===== src/rtl/usr_seq_ctrl.sv =====
// Command sequencer for a universal shift register.
// Turns load/shift/rotate commands into per-cycle USR mode and serial-in controls.
module usr_seq_ctrl #(
  parameter int WIDTH = 8,
  parameter int CW    = 4
) (
  input  logic             clk,
  input  logic             reset,
  input  logic             cmd_valid,
  output logic             cmd_ready,
  input  logic [1:0]       cmd_op,
  input  logic [CW-1:0]    cmd_cnt,
  input  logic [WIDTH-1:0] cmd_data,
  input  logic             cmd_sin,
  input  logic [WIDTH-1:0] usr_q,
  output logic [1:0]       s,
  output logic [WIDTH-1:0] usr_i,
  output logic             leftshift,
  output logic             rightshift,
  output logic             busy,
  output logic             done
);

  typedef enum logic [1:0] {
    ST_IDLE,
    ST_EXEC,
    ST_DONE
  } state_t;

  localparam logic [1:0] OP_LOAD = 2'b00;
  localparam logic [1:0] OP_SHR  = 2'b01;
  localparam logic [1:0] OP_SHL  = 2'b10;
  localparam logic [1:0] OP_ROTR = 2'b11;

  state_t           state_q, state_d;
  logic [1:0]       op_q, op_d;
  logic [CW-1:0]    cnt_q, cnt_d;
  logic             sin_q, sin_d;
  logic [WIDTH-1:0] usr_i_q, usr_i_d;
  logic [1:0]       s_q, s_d;
  logic             ls_q, ls_d;
  logic             rs_q, rs_d;
  logic             busy_q, busy_d;
  logic             done_q, done_d;
  logic             ready_q, ready_d;
  logic             accept;
  logic             rot_act;
  logic             unused_fb;

  assign accept = cmd_valid && ready_q;

  always_comb begin
    state_d = state_q;
    op_d    = op_q;
    cnt_d   = cnt_q;
    sin_d   = sin_q;
    usr_i_d = usr_i_q;
    unique case (state_q)
      ST_IDLE: begin
        if (accept) begin
          op_d  = cmd_op;
          sin_d = cmd_sin;
          cnt_d = cmd_cnt;
          if (cmd_op == OP_LOAD) begin
            usr_i_d = cmd_data;
            cnt_d   = '0;
            state_d = ST_EXEC;
          end else if (cmd_cnt == '0) begin
            state_d = ST_DONE;
          end else begin
            state_d = ST_EXEC;
          end
        end
      end
      ST_EXEC: begin
        if (op_q == OP_LOAD) begin
          state_d = ST_DONE;
        end else begin
          cnt_d = cnt_q - CW'(1);
          if (cnt_q == CW'(1)) begin
            state_d = ST_DONE;
          end
        end
      end
      ST_DONE: begin
        state_d = ST_IDLE;
      end
      default: begin
        state_d = ST_IDLE;
      end
    endcase
  end

  // Outputs are decoded from the next state so they leave a flop.
  always_comb begin
    s_d     = 2'b00;
    ls_d    = 1'b0;
    rs_d    = 1'b0;
    busy_d  = (state_d != ST_IDLE);
    done_d  = (state_d == ST_DONE);
    ready_d = (state_d == ST_IDLE);
    if (state_d == ST_EXEC) begin
      unique case (op_d)
        OP_LOAD: s_d = 2'b11;
        OP_SHR: begin
          s_d  = 2'b01;
          rs_d = sin_d;
        end
        OP_SHL: begin
          s_d  = 2'b10;
          ls_d = sin_d;
        end
        OP_ROTR: s_d = 2'b01;
        default: s_d = 2'b00;
      endcase
    end
  end

  always_ff @(posedge clk) begin
    if (reset) begin
      state_q <= ST_IDLE;
      op_q    <= OP_LOAD;
      cnt_q   <= '0;
      sin_q   <= 1'b0;
      usr_i_q <= '0;
      s_q     <= 2'b00;
      ls_q    <= 1'b0;
      rs_q    <= 1'b0;
      busy_q  <= 1'b0;
      done_q  <= 1'b0;
      ready_q <= 1'b1;
    end else begin
      state_q <= state_d;
      op_q    <= op_d;
      cnt_q   <= cnt_d;
      sin_q   <= sin_d;
      usr_i_q <= usr_i_d;
      s_q     <= s_d;
      ls_q    <= ls_d;
      rs_q    <= rs_d;
      busy_q  <= busy_d;
      done_q  <= done_d;
      ready_q <= ready_d;
    end
  end

  // Rotate feeds the outgoing LSB straight back into the MSB.
  assign rot_act    = (state_q == ST_EXEC) && (op_q == OP_ROTR);
  assign rightshift = rot_act ? usr_q[0] : rs_q;
  assign unused_fb  = ^usr_q[WIDTH-1:1];

  assign s         = s_q;
  assign usr_i     = usr_i_q;
  assign leftshift = ls_q;
  assign busy      = busy_q;
  assign done      = done_q;
  assign cmd_ready = ready_q;

endmodule

===== config.mk =====
export PLATFORM = sky130hd
export DESIGN_NAME = usr_seq_ctrl
export DESIGN_NICKNAME = d
export VERILOG_FILES = /design/src/rtl/usr_seq_ctrl.sv
export SDC_FILE = /design/constraint.sdc
export NUM_CORES = 1
export LEC_CHECK = 0
export CELL_PAD_IN_SITES_DETAIL_PLACEMENT = 1
export CELL_PAD_IN_SITES_GLOBAL_PLACEMENT = 1
export CORE_MARGIN = 2
export CORE_UTILIZATION = 27
export DETAILED_ROUTE_END_ITERATION = 12
export PLACE_DENSITY = 0.79
export SKIP_LAST_GASP = 1
export SYNTH_ARGS = -nofsm -noshare
export SYNTH_HDL_FRONTEND = slang
export SYNTH_SLANG_ARGS = --single-unit

===== constraint.sdc =====
create_clock -name clk -period 1.15 [get_ports clk]
set_input_delay 0.345 -clock clk [delete_from_list [all_inputs] [get_ports clk]]
set_output_delay 0.345 -clock clk [all_outputs]
set_load 0.1 [all_outputs]

# Word level (Yosys, flattened, before mapping)
# Cells that the tools add are included.
[totals]
reg_bits = 24
in_bits = 26
out_inout_bits = 15
word_cells = 57
[classes]
n_eq_ne = 10
reduce_logical = 16
bitwise = 3
add_sub_neg = 1
muxes = 16
[op_table]
columns = ["op", "count"]
rows = [
  ["$mux W2", 7],
  ["$mux W4", 3],
  ["$logic_not A2 Y1", 5],
  ["$eq A2 B2 Y1 const B", 4],
  ["$pmux W4 S2", 1],
  ["$eq A2 B1 Y1 const B", 3],
  ["$pmux W2 S3", 1],
  ["$reduce_and A3 Y1", 2],
  ["$reduce_or A3 Y1", 2],
  ["$eq A4 B1 Y1 const B", 1],
  ["$logic_not A4 Y1", 1],
  ["$ne A2 B2 Y1 const B", 2],
  ["$pmux W2 S2", 1],
  ["$reduce_bool A2 Y1", 2],
  ["$reduce_or A2 Y1", 2],
  ["$sub A4 B1 Y4 const B", 1],
  ["$mux W1", 3],
  ["$not A1 Y1", 3],
  ["$logic_and A1 B1 Y1", 2],
]

# Logic depth before layout (Yosys ltp)
[logic_depth]
word_depth = 8
mapped_depth = 5
depth_no_buf = 5

# Worst setup path before layout
# Ideal clock, no wire load.
[synth_path]
path_kind = "register to register"
start = "register ready_q (netlist: cmd_ready)"
end = "register op_q[1]"
n_path_buf = 2
setup_slack_ns = -0.766
stages_incl_launch_ff = 6
t_arrival_ns = 1.789
t_required_ns = 1.022
setup_ns = 0.128
period_less_slack_ns = 1.916
cell_sequence = "dfxtp_1 > and4bb_1 > buf_6 > buf_4 > mux2i_1 > nor2_1"
[synth_via]
elab_chain_cells = 3
[synth_lines]
columns = ["element", "line", "source"]
rows = [
  ["from (decl)", "45", "logic ready_q, ready_d;"],
  ["from (signal assigned)", "143", "ready_q <= ready_d;"],
  ["$logic_and A1 B1 Y1", "50", "assign accept = cmd_valid && ready_q;"],
  ["$mux W2", "60", "if (accept) begin"],
  ["$mux W2", "58", "unique case (state_q)"],
  ["to (signal assigned)", "134", "op_q <= op_d;"],
  ["to (decl)", "36", "logic [1:0] op_q, op_d;"],
]
# No other way between the ends.
# A chain may end at the register's enable or synchronous reset.

# Final worst setup path
[layout_path]
start = "register state_q[0]"
end = "output rightshift"
[layout_via]
elab_chain_cells = 3
[layout_lines]
columns = ["element", "line", "source"]
rows = [
  ["from (decl)", "35", "state_t state_q, state_d;"],
  ["from (signal assigned)", "133", "state_q <= state_d;"],
  ["$eq A2 B1 Y1", "148", "assign rot_act = (state_q == ST_EXEC) && (op_q == OP_ROTR);"],
  ["$logic_and A1 B1 Y1", "148", ""],
  ["$mux W1", "149", "assign rightshift = rot_act ? usr_q[0] : rs_q;"],
  ["to (decl)", "19", "output logic rightshift,"],
]
# No other way between the ends.

==> flow_summary_export.csv <==
group,metric,value,unit
clock_network,cts_root_buf,"clkbuf_8",
die,fp.coreArea,3720,um^2
logic_synthesis,synth_edf_count,0,
logic_synthesis,ys_seq_area_share,45.7,%
cells_and_area,fill_cells,418,
die,fp.dieW,66.4,um
grt,grt_pass1_wl,6690,um
place,gp_congestion,0.805,
cells_and_area,area_growth,103,%
logic_synthesis,synthFlopType,"dfxtp_1",
logic_synthesis,avgSynthCellArea,8.77,um^2
logic_synthesis,yosys-mux-area-fraction,3.92,%
status,violations,"setup timing",
worst_hold_path,worst_hold_path_type,"reg -> reg",
logic_synthesis,synthAdderAreaFrac,2.38,%
detailed_routing,vias,1151,
critical_path,setup.worst_path.end_class,"output port",
detailed_routing,drt_wl_total,4300,um
die,die_area,4410,um^2
cells_and_area,layout-drive-gt1-share,57.8,%
logic_synthesis,yosys.area.top_type,"dfxtp_1",
critical_path,max_stage_delay,0.37,ns
detailed_routing,firstDrtPassIters,4,
detailed_routing,wl_per_cell,18.3,um
clock_network,cts_tree,"built",
die,start_util,28.3,%
run,maxCapViolations,0,
logic_synthesis,async_flop_share,0,%
clock_network,clockBufferDepth,2,
timing,skew,0.00452,ns
logic_synthesis,synth_fp_nets,148,
logic_synthesis,synth_simple_gate_area_share,25.4,%
grt,grt-ovfl-total,0,
pwr,power_density,1150,nW/um^2
detailed_routing,postRouteAntennaNets,0,
place,port_buffers,33,
timing,slew_violations,0,
pwr,ir_drop,0.826,mV
critical_path,cp.required,0.81,ns
critical_path,cp_num_buf_inv,1,
timing,max_freq,0.584,GHz
critical_path,path_cells,"nor2b_4 > nand3_2 > mux2_4 > buf_12",
logic_synthesis,yosysWarnings,0,
place,dp_slack,-0.679,ns
timing,fin_crit,1.71,ns
grt,antenna_found_initial,0,
cells_and_area,fin_nets,216,
logic_synthesis,ys_ff_latch,24,
timing,rsz0062_at_grt,"true",
grt,grt_usage,20.6,%
critical_path,cp.arrival,1.37,ns
timing,relSlewSlack,76.9,%
logic_synthesis,synth-compound-area-share,17.8,%
logic_synthesis,ys_top_cells_by_area,"dfxtp_1 46%, a21oi_1 5.7%, nand3_1 4.8%",
pwr,p_leak,0.839,nW
status,status,"complete, but fails checks",
clock_network,clkSlewWorstSetupHoldPaths,0.09,ns
logic_synthesis,post_synth_num_cell_types,37,
timing,fin_crit_sh,149,%
place,place_inst,216,
timing,hold_viol,0,
place,dp_hpwl,2700,um
logic_synthesis,synthXorXnorAreaFrac,0,%
die,io_pins,41,
critical_path,cpLargestDelayFamily,"flip-flops",
timing,setup_viol,33,
die,die_height,66.4,um
die,fp-row-count,22,
critical_path,path_class,"reg -> out",
cells_and_area,fin_cells,235,
clock_network,cts_buffers,3,
logic_synthesis,synth_top_area_share,45.7,%
detailed_routing,viasPerCell,4.90,
logic_synthesis,synthCells,120,
detailed_routing,remaining_drc_errors,0,
logic_synthesis,syn_area,1050,um^2
critical_path,worst_setup_path_start_kind,"register",
clock_network,cts_max_level,1,
critical_path,cpMaxStageDelayCell,"dfxtp_4",
cells_and_area,n_antenna_cell,0,
grt,grt_pass1_vias,1313,
critical_path,path_max_fanout,2,
logic_synthesis,synth_top_family_by_area,"simple AND/OR/NAND/NOR gates",
timing,fin_ws,-0.563,ns
detailed_routing,drtIter0Drc,21,
clock_network,cts.sinks,24,
timing,tightest_slew,0.345,ns
grt,grt_max_degree,14,
clock_network,clkLatencyLatePin,0.27,ns
path summary, 6_finish.rpt:
kind                            slack (ns)                   from  cells past startpoint                    end
worst max-delay path                 -0.56  state_q[0]$_SDFF_PP0_                      4             rightshift
worst min-delay path                  0.50  cnt_q[3]$_SDFFE_PP0P_                      2  cnt_q[3]$_SDFFE_PP0P_
worst max register to register       -0.48  state_q[0]$_SDFF_PP0_                      6        rs_q$_SDFF_PP0_
worst min register to register        0.50  cnt_q[3]$_SDFFE_PP0P_                      2  cnt_q[3]$_SDFFE_PP0P_
cell usage in the layout, fill, tap and decap left out, types with 2 or more instances in the layout:
cell,netlist,final
a21oi_1,12,5
a21oi_2,1,7
a31oi_1,3,3
and2_1,3,3
and3_1,2,2
buf_12,0,15
buf_4,1,26
buf_6,1,10
clkbuf_8,0,4
clkdlybuf4s50_1,0,15
dfxtp_1,24,8
dfxtp_2,0,14
dfxtp_4,0,2
dlygate4sd2_1,0,2
ha_1,2,2
inv_1,4,4
nand2_1,10,9
nand2b_1,3,2
nand3_1,10,2
nand3_2,0,8
nor2_1,9,8
nor3_1,3,2
o21ai_2,0,4
or3_1,2,2
metal layers:
metal	part of all wire [%]	wire [um]	GRT usage (%)	vias to the layer above
met2	54	2330	36.9	20
li1	-	-	-	557
met4	1.0	43	5.87	0
met5	0	0	0	-
met1	42	1800	25.2	568
met3	2.7	116	3.24	6
where the power goes:
group	internal, W	total, W	leakage (nW)	switching (W)
clock network	0.000306	0.000588	0.0288	0.000283
registers	0.000891	0.000944	0.203	0.0000526
logic	0.000438	0.000939	0.607	0.000501
through the flow:
step	util [%]	TNS, ns	area [um^2]	hold WS (ns)	total power [W]
global route	57.6	-10.37	2140	0.522	0.00258
detailed placement	47.2	-13.89	1750	0.468	0.00168
CTS	55.2	-7.66	2050	0.495	0.00240
finish	57.6	-8.65	2140	0.503	0.00247
global placement	47.2	-12.66	1750	0.465	0.00165
floorplan	-	-4.08	1090	0.456	0.00136
cells in the mapped netlist (3+ instances only):
cell type  instances
dfxtp_1           24
a21oi_1           12
nand2_1           10
nand3_1           10
nor2_1             9
inv_1              4
o21ai_0            4
a31oi_1            3
and2_1             3
clkbuf_1           3
mux2i_1            3
nand2b_1           3
nor3_1             3
area by class of cell:
type	count	area, um^2	area share (%)
timing repair buffer	69	788	36.8
inverter	4	15.0	0.701
sequential	24	505	23.6
clock buffer	4	55.1	2.57
multi-input combinational	86	717	33.5
tap	48	60.1	2.81
repair_timing:
item,in CTS,in global routing
gates cloned,2,0
setup endpoints to repair,34,37
pin swaps,14,12
buffers inserted,9,4
hold buffers,0,0
resized for setup,43,15
tightest hold or removal path, cell delays in order, from the launching register on:
cell and delay [ns]:
dfxtp_1 0.35, o21ai_2 0.06, a21oi_1 0.05
logic make-up after synthesis:
family          after synthesis
fa+ha+maj                     2
flops                        24
mux                           4
simple gates                 51
buf+inv                      10
compound gates               29
state kept, by name, indices dropped and copies added, names as in the netlist:
| name | cells |
|---|---|
| usr_i | 8 |
| sin_q | 1 |
| op_q | 2 |
| rs_q | 1 |
| busy | 1 |
| cnt_q | 4 |
| done | 1 |
| leftshift | 1 |
| s | 2 |
| cmd_ready | 1 |
| state_q | 2 |
No activity file was read; power rests on OpenSTA's default activity.
